File: src/rtl/dunit_exm_dumper_pkg.sv
// Shared debug-unit definitions for the pipeline latch dumpers: FSM state
// encoding, frame geometry and the default frame-start byte.
package dunit_exm_dumper_pkg;

    // Dumper FSM state encoding.
    localparam logic [1:0] ST_IDLE = 2'd0;
    localparam logic [1:0] ST_SEND = 2'd1;
    localparam logic [1:0] ST_WAIT = 2'd2;
    localparam logic [1:0] ST_DONE = 2'd3;

    // EX/M frame geometry: byte offsets of each field, checksum last.
    localparam int FRAME_LEN  = 17;
    localparam int OFF_HEADER = 0;
    localparam int OFF_PC     = 1;
    localparam int OFF_ALU    = 5;
    localparam int OFF_WDATA  = 9;
    localparam int OFF_ADDR   = 13;
    localparam int OFF_CTRL   = 14;
    localparam int OFF_CSUM   = 16;

    // Default frame-start marker.
    localparam logic [7:0] HEADER_DEFAULT = 8'hE4;

endpackage

File: src/rtl/dunit_frame_mux.sv
// Combinational frame byte selector: maps a frame index onto the snapshot
// fields (MSB-first within each field) or the running checksum.
module dunit_frame_mux
    import dunit_exm_dumper_pkg::*;
#(
    parameter int         NB_REG  = 32,
    parameter int         NB_CTRL = 9,
    parameter int         NB_ADDR = 5,
    parameter int         NB_BYTE = 8,
    parameter logic [7:0] HEADER  = HEADER_DEFAULT
) (
    input  logic [4:0]         idx,
    input  logic [NB_REG-1:0]  pc_eight,
    input  logic [NB_REG-1:0]  alu_result,
    input  logic [NB_REG-1:0]  w_data,
    input  logic [NB_ADDR-1:0] data_addr,
    input  logic [NB_CTRL-1:0] control,
    input  logic [NB_BYTE-1:0] checksum,
    output logic [NB_BYTE-1:0] frame_byte
);

    logic [7:0]  addr_ext;
    logic [15:0] ctrl_ext;
    logic [7:0]  fb [FRAME_LEN];

    // Zero-extend the narrow fields and lay out the whole frame as bytes.
    always_comb begin
        addr_ext = '0;
        addr_ext[NB_ADDR-1:0] = data_addr;
        ctrl_ext = '0;
        ctrl_ext[NB_CTRL-1:0] = control;
        for (int k = 0; k < FRAME_LEN; k++) fb[k] = 8'h00;
        fb[OFF_HEADER] = HEADER;
        for (int k = 0; k < 4; k++) begin
            fb[OFF_PC + k]    = pc_eight[31 - 8*k -: 8];
            fb[OFF_ALU + k]   = alu_result[31 - 8*k -: 8];
            fb[OFF_WDATA + k] = w_data[31 - 8*k -: 8];
        end
        fb[OFF_ADDR]     = addr_ext;
        fb[OFF_CTRL]     = ctrl_ext[15:8];
        fb[OFF_CTRL + 1] = ctrl_ext[7:0];
        fb[OFF_CSUM]     = checksum;
    end

    // Select the requested byte; indices past the frame read as zero.
    always_comb begin
        frame_byte = '0;
        for (int k = 0; k < FRAME_LEN; k++) begin
            if (idx == 5'(k)) frame_byte = fb[k];
        end
    end

endmodule

File: src/rtl/dunit_exm_dumper.sv
// EX/M latch dumper: snapshots the latch on request and streams it as a
// 17-byte frame to the debug UART TX, one byte per start/done handshake.
//
// Handshake: o_tx_start is a one-cycle pulse in the SEND cycle with
// o_tx_data already valid; o_tx_data then holds until the next SEND. The
// transmitter answers with a one-cycle i_tx_done, honoured only in WAIT.
module dunit_exm_dumper
    import dunit_exm_dumper_pkg::*;
#(
    parameter int         NB_REG  = 32,
    parameter int         NB_CTRL = 9,
    parameter int         NB_ADDR = 5,
    parameter int         NB_BYTE = 8,
    parameter logic [7:0] HEADER  = HEADER_DEFAULT
) (
    input  logic               i_clk,
    input  logic               i_reset,
    input  logic               i_dump_req,
    input  logic [NB_REG-1:0]  i_pc_eight,
    input  logic [NB_REG-1:0]  i_alu_result,
    input  logic [NB_REG-1:0]  i_w_data,
    input  logic [NB_ADDR-1:0] i_data_addr,
    input  logic [NB_CTRL-1:0] i_control,
    input  logic               i_tx_done,
    output logic [NB_BYTE-1:0] o_tx_data,
    output logic               o_tx_start,
    output logic               o_busy,
    output logic               o_done,
    output logic [1:0]         o_state
);

    logic [1:0]         state;
    logic [4:0]         index;
    logic [NB_BYTE-1:0] checksum;
    logic [NB_REG-1:0]  snap_pc;
    logic [NB_REG-1:0]  snap_alu;
    logic [NB_REG-1:0]  snap_wdata;
    logic [NB_ADDR-1:0] snap_addr;
    logic [NB_CTRL-1:0] snap_ctrl;
    logic [4:0]         next_index;
    logic [NB_BYTE-1:0] next_byte;

    // The byte for the following SEND is fetched while still in WAIT.
    assign next_index = index + 5'd1;

    dunit_frame_mux #(
        .NB_REG  (NB_REG),
        .NB_CTRL (NB_CTRL),
        .NB_ADDR (NB_ADDR),
        .NB_BYTE (NB_BYTE),
        .HEADER  (HEADER)
    ) u_frame_mux (
        .idx        (next_index),
        .pc_eight   (snap_pc),
        .alu_result (snap_alu),
        .w_data     (snap_wdata),
        .data_addr  (snap_addr),
        .control    (snap_ctrl),
        .checksum   (checksum),
        .frame_byte (next_byte)
    );

    // Frame sequencer: snapshot, per-byte start/done handshake, checksum.
    always_ff @(posedge i_clk or negedge i_reset) begin
        if (!i_reset) begin
            state      <= ST_IDLE;
            index      <= '0;
            checksum   <= '0;
            snap_pc    <= '0;
            snap_alu   <= '0;
            snap_wdata <= '0;
            snap_addr  <= '0;
            snap_ctrl  <= '0;
            o_tx_data  <= '0;
            o_tx_start <= 1'b0;
            o_done     <= 1'b0;
        end else begin
            o_tx_start <= 1'b0;
            o_done     <= 1'b0;
            case (state)
                ST_IDLE: begin
                    if (i_dump_req) begin
                        snap_pc    <= i_pc_eight;
                        snap_alu   <= i_alu_result;
                        snap_wdata <= i_w_data;
                        snap_addr  <= i_data_addr;
                        snap_ctrl  <= i_control;
                        index      <= '0;
                        checksum   <= '0;
                        o_tx_data  <= HEADER;
                        o_tx_start <= 1'b1;
                        state      <= ST_SEND;
                    end
                end
                ST_SEND: begin
                    // The checksum byte itself is not folded into the checksum.
                    if (index < 5'd16) checksum <= checksum ^ o_tx_data;
                    state <= ST_WAIT;
                end
                ST_WAIT: begin
                    if (i_tx_done) begin
                        if (index == 5'd16) begin
                            o_done <= 1'b1;
                            state  <= ST_DONE;
                        end else begin
                            index      <= next_index;
                            o_tx_data  <= next_byte;
                            o_tx_start <= 1'b1;
                            state      <= ST_SEND;
                        end
                    end
                end
                default: begin
                    state <= ST_IDLE;
                end
            endcase
        end
    end

    assign o_busy  = (state != ST_IDLE);
    assign o_state = state;

endmodule

File: config.mk
export PLATFORM = sky130hd
export DESIGN_NAME = dunit_exm_dumper
export DESIGN_NICKNAME = d
export VERILOG_FILES = /design/src/rtl/dunit_exm_dumper_pkg.sv /design/src/rtl/dunit_frame_mux.sv /design/src/rtl/dunit_exm_dumper.sv
export SDC_FILE = /design/constraint.sdc
export NUM_CORES = 1
export LEC_CHECK = 0
export ABC_AREA = 1
export CORE_MARGIN = 10
export CORE_UTILIZATION = 54
export CTS_BUF_LIST = sky130_fd_sc_hd__clkbuf_8
export DETAILED_ROUTE_END_ITERATION = 10
export PLACE_DENSITY_LB_ADDON = 0.3
export SYNTH_ARGS = -nofsm -noshare
export SYNTH_HDL_FRONTEND = slang
export SYNTH_HIERARCHICAL = 1
export SYNTH_SLANG_ARGS = --single-unit
File: constraint.sdc
create_clock -name i_clk -period 2.6 [get_ports i_clk]
set_input_delay 0.52 -clock i_clk [delete_from_list [all_inputs] [get_ports i_clk]]
set_output_delay 0.52 -clock i_clk [all_outputs]
set_load 0.02 [all_outputs]
After elaboration in Yosys (flattened, before gate mapping)
Cells that the tools add are included.
{"block": "classes", "n_eq_ne": 23, "muxes": 39, "addsub": 1, "shift": 0, "reduce_logical": 9, "div_mod_pow": 0, "multipliers": 0, "magnitude_cmp": 1, "n_bitwise": 1}
{"cell": "2-to-1 mux 8 bit", "count": 22}
{"cell": "== test 5 x 4 -> 1 bit, second input constant", "count": 8}
{"cell": "case mux 8 bit (2 select lines)", "count": 2}
{"cell": "== test 5 x 3 -> 1 bit, second input constant", "count": 4}
{"cell": "2-to-1 mux 5 bit", "count": 3}
{"cell": "== test 5 x 2 -> 1 bit, second input constant", "count": 2}
{"cell": "== test 5 bit, second input constant", "count": 2}
{"cell": "case mux 5 bit (2 select lines)", "count": 1}
{"cell": "inequality test 2 bit, second input constant", "count": 4}
{"cell": "XOR 8 bit", "count": 1}
{"cell": "2-to-1 mux 1 bit", "count": 6}
{"cell": "2-to-1 mux 2 bit", "count": 3}
{"cell": "case mux 2 bit (3 select lines)", "count": 1}
{"cell": "nonzero test 2 bit", "count": 3}
{"cell": "adder 5 x 1 -> 5 bit, second input constant", "count": 1}
{"cell": "== test 5 x 1 -> 1 bit, second input constant", "count": 1}
{"cell": "logical NOT 5 bit", "count": 1}
{"cell": "less-than comparator 5 bit, second input constant", "count": 1}
{"cell": "AND reduction 2 bit", "count": 2}
{"cell": "AND reduction 4 bit", "count": 1}
{"cell": "AND reduction 3 bit", "count": 1}
{"cell": "== test 2 x 1 -> 1 bit, second input constant", "count": 1}
{"cell": "== test 2 bit, second input constant", "count": 1}
{"cell": "logical NOT 2 bit", "count": 1}
{"cell": "case mux 1 bit (2 select lines)", "count": 1}
{"block": "word_totals", "out_inout_bits": 13, "input_bits": 114, "latch_bits": 0, "reg_bits": 135, "memories": 0, "mem_bits_rw": 0, "romBits": 0, "elab_cells": 85}

Logic depth before layout (Yosys ltp)
Gate-level depths: netlist (run 1).
{"block": "logic_depth", "ltp_word": 22, "depth_mapped": 21, "depth_no_buf": 21}

Cells and area by module
Netlist (run 1), hierarchy kept.
{"module": "dunit_exm_dumper", "area_each_um2": 5342.6, "seq_area_each_um2": 3378.2, "n_inst": 1, "cells_each": 614}
{"module": "dunit_frame_mux", "area_each_um2": 1133.6, "seq_area_each_um2": 0.0, "n_inst": 1, "cells_each": 253}

Least setup slack after synthesis (run 1)
No wires, ideal clock.
{"block": "synth_timing", "path_kind": "reg2reg", "startpoint": "reg index[0]", "endpoint": "reg o_tx_data[2]", "t_arrival_ns": 2.188, "required_ns": 2.482, "slack_ns": 0.294, "period_less_slack_ns": 2.306, "setup_time_ns": 0.118, "stages_incl_launch_ff": 19, "n_path_buf": 0, "path_cell_list": "dfrtp_1 ha_1 xor2_1 inv_2 nor2_2 inv_2 nor2_4 inv_2 or2_0 nand2_1 nand4_1 nand2_1 nand2_1 nand2_1 nand3_1 inv_1 nand2_1 nand3_1 nand2_1"}
{"block": "synth_between", "elab_chain_len": 22, "word_cells_on_any_way": 41, "classes_between": "add/sub (1); eq/ne (18); mux (20); reduce/logical (2)"}
{"item": "start, declared", "line_no": "dunit_exm_dumper.sv:33", "source": "logic [4:0] index;"}
{"item": "start signal, assigned", "line_no": "dunit_exm_dumper.sv:106", "source": "index <= next_index;"}
{"item": "adder 5 x 1 -> 5 bit *", "line_no": "dunit_exm_dumper.sv:44", "source": "assign next_index = index + 5'd1;"}
{"item": "named net next_index[2]", "line_no": "dunit_exm_dumper.sv:40", "source": "logic [4:0] next_index;"}
{"item": "logical NOT 5 bit", "line_no": "dunit_frame_mux.sv:49", "source": "if (idx == 5'(k)) frame_byte = fb[k];"}
{"item": "2-to-1 mux 8 bit (16 in a row)", "line_no": "dunit_frame_mux.sv:49"}
{"item": "2-to-1 mux 8 bit *", "line_no": "dunit_frame_mux.sv:49"}
{"item": "named net next_byte[2]", "line_no": "dunit_exm_dumper.sv:41", "source": "logic [NB_BYTE-1:0] next_byte;"}
{"item": "2-to-1 mux 8 bit *", "line_no": "dunit_exm_dumper.sv:102", "source": "if (index == 5'd16) begin"}
{"item": "2-to-1 mux 8 bit *", "line_no": "dunit_exm_dumper.sv:101", "source": "if (i_tx_done) begin"}
{"item": "case mux 8 bit (2 select lines) *", "line_no": "dunit_exm_dumper.sv:80", "source": "case (state)"}
{"item": "end signal, assigned", "line_no": "dunit_exm_dumper.sv:107", "source": "o_tx_data <= next_byte;"}
{"item": "end, declared", "line_no": "dunit_exm_dumper.sv:25", "source": "output logic [NB_BYTE-1:0] o_tx_data,"}
The timed path passes the listed nets; every way through them passes the cells marked *. The select of a mux whose other input is x is not followed.
A chain may end at the register's enable or synchronous reset.

Final worst setup path (run 1)
{"block": "layout_timing", "startpoint": "reg index[0]", "endpoint": "reg o_tx_data[7]"}
The elaborated chain is that of the path after synthesis.

==> summary.md, run 1 <==
| Metric | Value |
|---|---|
| Status | `complete, no violations` |
| Gate Count Post-Synth | `just under 900` |
| Xor-xnor portion of the synthesized cell area | `0.01217` |
| Wire length of the first global-routing pass | `~30 mm` |
| Clock network power share | `0.190` |
| Number of core rows | `39` |
| Mapped Nets | `a little under 1000` |
| Post-Synth Simple-Gate Area | `0.3818` |
| Static leakage | `approximately 4.3 nW` |
| Clock transition at path regs | `approximately 0.080 ns` |
| Crit Reg-Reg Endpoint | `o_tx_data[7]` |
| CTS tree | `yes` |
| Synth cell types | `28` |
| CTS Sinks | `135` |
| Worst r2r src | `index[0]` |
| Placed insts | `roughly 1100` |
| Synth Area in Adders | `0.003864` |
| Post-synthesis sequential area ratio | `0.5216` |
| Iteration count of the initial detailed-routing pass | `6` |
| DRC Markers | `0` |
| Worst-path fanout max | `5` |
| Avg Inst Size Synth | `between 7 and 8 um^2` |
| Reg2Reg Depth | `20` |
| Via/cell ratio | `5.260` |
| Pwr Density | `1087 mW/mm^2` |
| Most frequent cells in the layout | `489 x nand2_1, 132 x dfrtp_1, 125 x clkdlybuf4s50_1` |
| Vias | `roughly 6100` |
| Slowest CP cell | `dfrtp_2` |
| Placed Area | `0.007941 mm^2` |
| Clk root buf | `clkbuf_8` |
| Gr usage total | `0.2219` |
| MaxCap Viol Count | `0` |
| Final Net Count | `about 1100` |
| R2R Setup Slk | `0.11 ns` |
| Number of buffers created by CTS | `17` |
| Design Power | `9.220 mW` |
| CP endpoint kind | `flop` |
| Clk Latency, worst-skew pair | `around 0.45 ns` |
| Net Sw Frac | `0.4170` |
| Setup crit start kind | `flop` |
| Critical path class | `reg -> reg` |
| Critical Path Source | `index[0]` |
| Area growth, synth to finish | `31.03%` |
| Yosys warning count | `6` |
| Combinational power share | `0.400` |
| Final Hold Fails | `0` |
| Post-synthesis compound-gate area fraction | `0.02724` |
| Grt ovf | `0` |
| Post-DP HPWL | `around 13 mm` |
| Placer Congestion | `0.9219` |
| Post-synthesis mux area share | `0` |
| Hold Crit Class | `in -> async` |
| Fin crit period | `about 2.5 ns` |
| Largest family of logic cells by synthesized area | `simple AND/OR/NAND/NOR gates` |
| Max Clk Rate | `401.5 MHz` |
| Reg power frac | `0.410` |
| WP buf/inv | `3` |
| CP cell instances | `ha_4 -> nand3_1 -> nand2_2 -> nand2_4 -> nor2_4 -> buf_4 -> nand3_2 -> inv_2 -> nand2_1 -> nand3_1 -> nor2_2 -> nand4_1 -> o21ai_1 -> nand4_1 -> nand2_1 -> nand3_1 -> inv_1 -> nand2_1 -> nand3_1 -> nand2_1` |
| Ant diodes | `0` |
| Die area | `approximately 0.017 mm^2` |
| Vias in the first global route | `roughly 6100` |
| Tcrit/Tclk final | `0.9579` |
| Total core area | `0.01156 mm^2` |
| Routed Antenna Nets | `0` |
| RSZ-0062 raised after global routing | `true` |
| Final setup vio count | `0` |
| Net load switching power | `roughly 3.8 mW` |
| Critical Path Sink | `o_tx_data[7]` |
| Commonest non-fill, non-tap cell in the layout | `nand2_1` |
| Avg WL per Cell | `15.96 um` |
| Fraction of layout cells with a size suffix above 1 | `0.1039` |
| Max Buffers Root-to-Sink | `2` |
| PortBufs | `between 100 and 150` |
| Crit path depth | `20` |
| Routed wire length | `18.56 mm` |
| Mapped Area | `approximately 0.0065 mm^2` |
| Post-Layout Cell Count | `between 1000 and 1500` |
| CP max stage delay | `0.44 ns` |
| Final Slew Violations | `0` |
| Setup Total Neg Slack | `0 ns` |
| FF+latch count, synth | `between 100 and 150` |
| Initial antenna violation count | `0` |
| 1st-iter DRT viols | `774` |
| Worst Skew | `0.009903 ns` |
| H-tree depth | `4` |
| I/O pins | `roughly 130` |
| Largest net degree at the start of global routing | `slightly below 60` |
| Post-Route Utilization | `0.7337` |
| Worst-Margin Slew | `0.6070 ns` |
| Die W | `between 100 and 150 um` |
| Fillers | `883` |
| VDD IR max | `~0.00057 V` |
| Final Cell Area | `between 0.008 and 0.009 mm^2` |
| Arrival time at the worst endpoint | `~2.8 ns` |
| Cell family with most CP delay | `simple AND/OR/NAND/NOR gates` |
| Die Span Y | `between 100 and 150 um` |
| Starting density of the core | `0.5600` |
| Slew headroom | `0.5938` |
| Total internal power | `5.376 mW` |
| Worst Path Required | `roughly 3 ns` |
## metrics by stage
step                hold WS (ns)  worst slack [ns]
floorplan                 0.2244            0.2942
global placement          0.4634           0.08397
detailed placement        0.4661           0.02539
CTS                      0.06304           0.04934
global route             0.07854          -0.04586
finish                   0.04996            0.1095
## power by group through the flow
stage / Combinational [mW] / Clock, mW / Sequential, mW
2_1_floorplan: 2.33 / 0 / 3.59
3_3_place_gp: 3.36 / 0 / 3.76
3_5_place_dp: 3.48 / 0 / 3.75
4_1_cts: 3.52 / 1.76 / 3.74
5_1_grt: 4.15 / 1.86 / 3.87
6_report: 3.69 / 1.75 / 3.78
## worst reg2reg max path: stages (launching register included)
cell     delay (ns)
dfrtp_2        0.44
ha_4           0.19
nand3_1        0.11
nand2_2        0.08
nand2_4        0.11
nor2_4         0.06
buf_4          0.14
nand3_2        0.10
inv_2          0.07
nand2_1        0.06
nand3_1        0.09
nor2_2         0.13
nand4_1        0.10
o21ai_1        0.13
nand4_1        0.11
nand2_1        0.12
nand3_1        0.08
inv_1          0.08
nand2_1        0.05
nand3_1        0.09
nand2_1        0.06
## logic make-up (layout without fill, tap and decap cells)
family	count (synthesis)	count (layout)
AO/OA/AOI/OAI	32	32
flip-flops	135	135
buffers and inverters	78	231
adder cells (fa/ha/maj)	2	2
XOR/XNOR	9	9
AND/OR/NAND/NOR	611	611
## how the worst min path moves through the flow
stage | start | to | slack, ns
6_report | i_reset | snap_alu[26] | 0.05
5_1_grt | i_reset | snap_alu[10] | 0.08
4_1_cts | i_reset | snap_alu[10] | 0.06
3_5_place_dp | snap_ctrl[7] | snap_ctrl[7] | 0.47
3_3_place_gp | snap_wdata[0] | snap_wdata[0] | 0.46
2_1_floorplan | i_reset | checksum[0] | 0.22
## final cells by class
cell class,count,area [um^2],share of cell area
Clock inverter,12,126.4,0.01489
Sequential cell,135,3382,0.3986
Clock buffer,20,275.3,0.03244
Tap cell,143,178.9,0.02109
Multi-Input combinational cell,654,2859,0.3369
Inverter,48,180.2,0.02123
Timing Repair Buffer,151,1484,0.1749
## cells in the mapped netlist, drive strengths merged
master,count,area [um^2]
nor4,1,6.260
o21ai,9,45.04
o211ai,5,37.54
xor2,9,78.83
or2,8,50.04
nand4,18,112.6
nand2,498,1877
nor2,38,175.2
nand3,46,235.2
ha,2,25.02
nor3,1,10.01
clkbuf,8,30.03
inv,48,180.2
buf,22,135.1
a21oi,18,93.84
and2,1,6.260
dfrtp,135,3378
## per-layer routing
metal / up-vias / routed length, um / global-route usage
li1: 2959 / - / -
met3: 35 / 1600 / 0.06688
met4: 0 / 340 / 0.06944
met2: 273 / 8753 / 0.3536
met1: 2850 / 7864 / 0.2858
met5: - / 0 / 0
## sequential cells by signal, indices dropped and copies added (netlist names)
register,count
snap_wdata,32
o_tx_data,8
index,5
o_state,2
snap_ctrl,9
snap_alu,32
snap_pc,32
snap_addr,5
o_done,1
o_tx_start,1
checksum,8
## timing repair
action / CTS / global route
resized for setup: 1 / 33
pin swaps: 0 / 13
hold buffers: 0 / 0
setup endpoints to repair: 1 / 8
buffers inserted: 0 / 6
endpoints found under the hold margin: 0 / 0
(Power assumes the default switching activity.)
==> run 2: changes to the inputs <==
--- a/config.mk
+++ b/config.mk
@@ -10,7 +10,7 @@
 export CORE_UTILIZATION = 54
 export CTS_BUF_LIST = sky130_fd_sc_hd__clkbuf_8
 export DETAILED_ROUTE_END_ITERATION = 10
-export PLACE_DENSITY_LB_ADDON = 0.3
+export PLACE_DENSITY = 0.9
 export SYNTH_ARGS = -nofsm -noshare
 export SYNTH_HDL_FRONTEND = slang
 export SYNTH_HIERARCHICAL = 1
==> summary.md, run 2 (synthesis gave the netlist of run 1 again) <==
| Metric | Value |
|---|---|
| Status | `complete, no violations (unchanged)` |
| Largest net degree at the start of global routing | `72 (was 59)` |
| Critical Path Sink | `o_tx_data[6] (was o_tx_data[7])` |
| Number of buffers created by CTS | `17 (unchanged)` |
| Net Sw Frac | `0.4213 (was 0.4170)` |
| Max Buffers Root-to-Sink | `2 (unchanged)` |
| Wire length of the first global-routing pass | `28.70 mm (was 29.53 mm)` |
| Design Power | `9.148 mW (was 9.220 mW)` |
| Setup crit start kind | `flop (unchanged)` |
| CTS tree | `yes (unchanged)` |
| Fraction of layout cells with a size suffix above 1 | `0.1012 (was 0.1039)` |
| Die Span Y | `129.5 um (unchanged)` |
| Clock network power share | `0.175 (was 0.190)` |
| Avg WL per Cell | `15.94 um (was 15.96 um)` |
| Grt ovf | `0 (unchanged)` |
| WHS | `0.06393 ns (was 0.04996 ns)` |
| WP buf/inv | `4 (was 3)` |
| Critical path class | `reg -> reg (unchanged)` |
| Worst-path fanout max | `7 (was 5)` |
| Final Worst Setup Slack | `0.005554 ns (was 0.1095 ns)` |
| Vias in the first global route | `5941 (was 6061)` |
| Seq. cell area | `0.003382 mm^2 (unchanged)` |
| CTS Sinks | `135 (unchanged)` |
| Combinational power share | `0.416 (was 0.400)` |
| Multi-input logic area | `0.002872 mm^2 (was 0.002859 mm^2)` |
| CP max stage delay | `0.44 ns (about the same)` |
| Fillers | `840 (was 883)` |
| Reg power frac | `0.408 (was 0.410)` |
| RSZ-0062 raised after global routing | `true (unchanged)` |
| Routed Antenna Nets | `0 (unchanged)` |
| Clk root buf | `clkbuf_8 (unchanged)` |
| Worst-Margin Slew | `0.6814 ns (was 0.6070 ns)` |
| Final Net Count | `1121 (was 1123)` |
| Top Registers | `snap_alu (32), snap_pc (32), snap_wdata (32) (unchanged)` |
| Critical Path Source | `index[0] (unchanged)` |
| Final Slew Violations | `0 (unchanged)` |
| Final setup vio count | `0 (unchanged)` |
| Fin crit period | `2.594 ns (was 2.490 ns)` |
| Hold_buf cts | `0 (unchanged)` |
| Most frequent CP cell | `nand2_1` |
| Placer Congestion | `0.9121 (was 0.9219)` |
| Max Clk Rate | `385.4 MHz (was 401.5 MHz)` |
| Area growth, synth to finish | `30.62% (was 31.03%)` |
| Pwr Density | `1081 mW/mm^2 (was 1087 mW/mm^2)` |
| Number of core rows | `39 (unchanged)` |
| Ant diodes | `0 (unchanged)` |
| Total core area | `0.01156 mm^2 (unchanged)` |
| DRC Markers | `0 (unchanged)` |
| H-tree depth | `4 (unchanged)` |
| Die area | `0.01677 mm^2 (unchanged)` |
| Worst r2r src | `index[0] (unchanged)` |
| Post-DP HPWL | `13.00 mm (was 13.48 mm)` |
| Most frequent cells in the layout | `491 x nand2_1, 132 x dfrtp_1, 125 x clkdlybuf4s50_1 (was 489 x nand2_1, 132 x dfrtp_1, 125 x clkdlybuf4s50_1)` |
| Static leakage | `4.340 nW (was 4.344 nW)` |
| Worst Path Required | `2.98 ns (was 2.95 ns)` |
| Clk Latency, worst-skew pair | `0.45 ns (about the same)` |
| Crit Reg-Reg Endpoint | `o_tx_data[6] (was o_tx_data[7])` |
| PortBufs | `126 (unchanged)` |
| CP cell instances | `buf_6 -> inv_4 -> ha_4 -> nor2_1 -> nand2_1 -> nor2_4 -> inv_1 -> nor2_1 -> nor2_2 -> nand3_1 -> o21ai_1 -> nand3_1 -> nand2_1 -> nand2_1 -> nand2_1 -> nand3_1 -> inv_1 -> nand2_1 -> nand3_1 -> nand2_1 (was ha_4 -> nand3_1 -> nand2_2 -> nand2_4 -> nor2_4 -> buf_4 -> nand3_2 -> inv_2 -> nand2_1 -> nand3_1 -> nor2_2 -> nand4_1 -> o21ai_1 -> nand4_1 -> nand2_1 -> nand3_1 -> inv_1 -> nand2_1 -> nand3_1 -> nand2_1)` |
| Commonest non-fill, non-tap cell in the layout | `nand2_1 (unchanged)` |
| I/O pins | `127 (unchanged)` |
| Slew headroom | `0.5458 (was 0.5938)` |
| Final Hold Fails | `0 (unchanged)` |
| Starting density of the core | `0.5600 (unchanged)` |
| CP endpoint kind | `flop (unchanged)` |
| DP Worst Slack | `0.006123 ns (was 0.02539 ns)` |
| Iteration count of the initial detailed-routing pass | `6 (unchanged)` |
| VDD IR max | `0.0005447 V (was 0.0005685 V)` |
| Net load switching power | `3.854 mW (was 3.845 mW)` |
| Slowest CP cell | `dfrtp_2 (unchanged)` |
| Clock transition at path regs | `0.08 ns (about the same)` |
| Gr usage total | `0.2138 (was 0.2219)` |
| Worst Skew | `0.008013 ns (was 0.009903 ns)` |
| Routed wire length | `18.51 mm (was 18.56 mm)` |
| Total internal power | `5.294 mW (was 5.376 mW)` |
| Via/cell ratio | `5.355 (was 5.260)` |
| Initial antenna violation count | `0 (unchanged)` |
| Reg2Reg Depth | `20 (unchanged)` |
| Arrival time at the worst endpoint | `2.98 ns (was 2.84 ns)` |
| 1st-iter DRT viols | `759 (was 774)` |
| Crit path depth | `20 (unchanged)` |
| Vias | `6217 (was 6117)` |
| R2R Setup Slk | `0.006 ns (was 0.11 ns)` |
| Die W | `129.5 um (unchanged)` |
| MaxCap Viol Count | `0 (unchanged)` |
| Hold Crit Class | `in -> async (unchanged)` |
| Cell family with most CP delay | `simple AND/OR/NAND/NOR gates (unchanged)` |
| Tcrit/Tclk final | `0.9979 (was 0.9579)` |
-- run 2: worst min path at each step --
| stage | cells past startpoint | start | endpoint |
|---|---|---|---|
| after floorplan | 0 | i_reset | checksum[0] |
| after global placement | 2 | snap_wdata[21] | snap_wdata[21] |
| after detailed placement | 2 | snap_wdata[22] | snap_wdata[22] |
| after CTS | 1 | i_reset | snap_alu[25] |
| after global routing | 1 | i_reset | snap_alu[25] |
| final | 1 | i_reset | snap_alu[25] |
-- run 2: through the flow --
step | std cells | area [um^2] | TNS [ns] | util
6_report | 1161 | 8459 | 0 | 0.7315
2_1_floorplan | 867 | 6476 | 0 | -
4_1_cts | 1154 | 8278 | 0 | 0.7158
3_5_place_dp | 1122 | 7911 | 0 | 0.6841
3_3_place_gp | 1122 | 7911 | 0 | 0.6841
5_1_grt | 1161 | 8459 | -0.4184 | 0.7315
-- run 2: cell type report --
type / count / share of cell area
sequential: 135 / 0.3998
multi-input combinational: 654 / 0.3394
timing repair buffer: 149 / 0.1750
clock buffer: 20 / 0.03254
inverter: 48 / 0.02189
tap: 143 / 0.02115
clock inverter: 12 / 0.01021
-- run 2: power groups by stage --
stage               registers, mW  clock network (mW)  logic [mW]
finish                       3.74                1.60        3.81
global route                 3.82                1.70        4.25
CTS                          3.70                1.61        3.53
detailed placement           3.71                   0        3.49
global placement             3.70                   0        3.37
floorplan                    3.59                   0        2.33
-- run 2: routing by layer --
layer	track usage	wire length, um
met1	0.2688	7678
met5	0	0
met4	0.07209	422
met3	0.05873	1558
met2	0.3502	8850
-- run 2: repair_timing --
action / 4_1_cts / 5_1_grt
endpoints found under the setup margin: 2 / 8
gates cloned: 0 / 0
pin swaps: 0 / 20
setup buffers: 0 / 7
gates resized for setup: 2 / 37
hold endpoints to repair: 0 / 0
-- run 2: worst register-to-register path: cells and delay by family, from the launching register on --
family	cells	cell delay (ns)
buffers and inverters	4	0.32
AOI/OAI and AO/OA	1	0.06
adders and majority gates	1	0.21
and+or+nand+nor	14	1.48
DFF	1	0.44
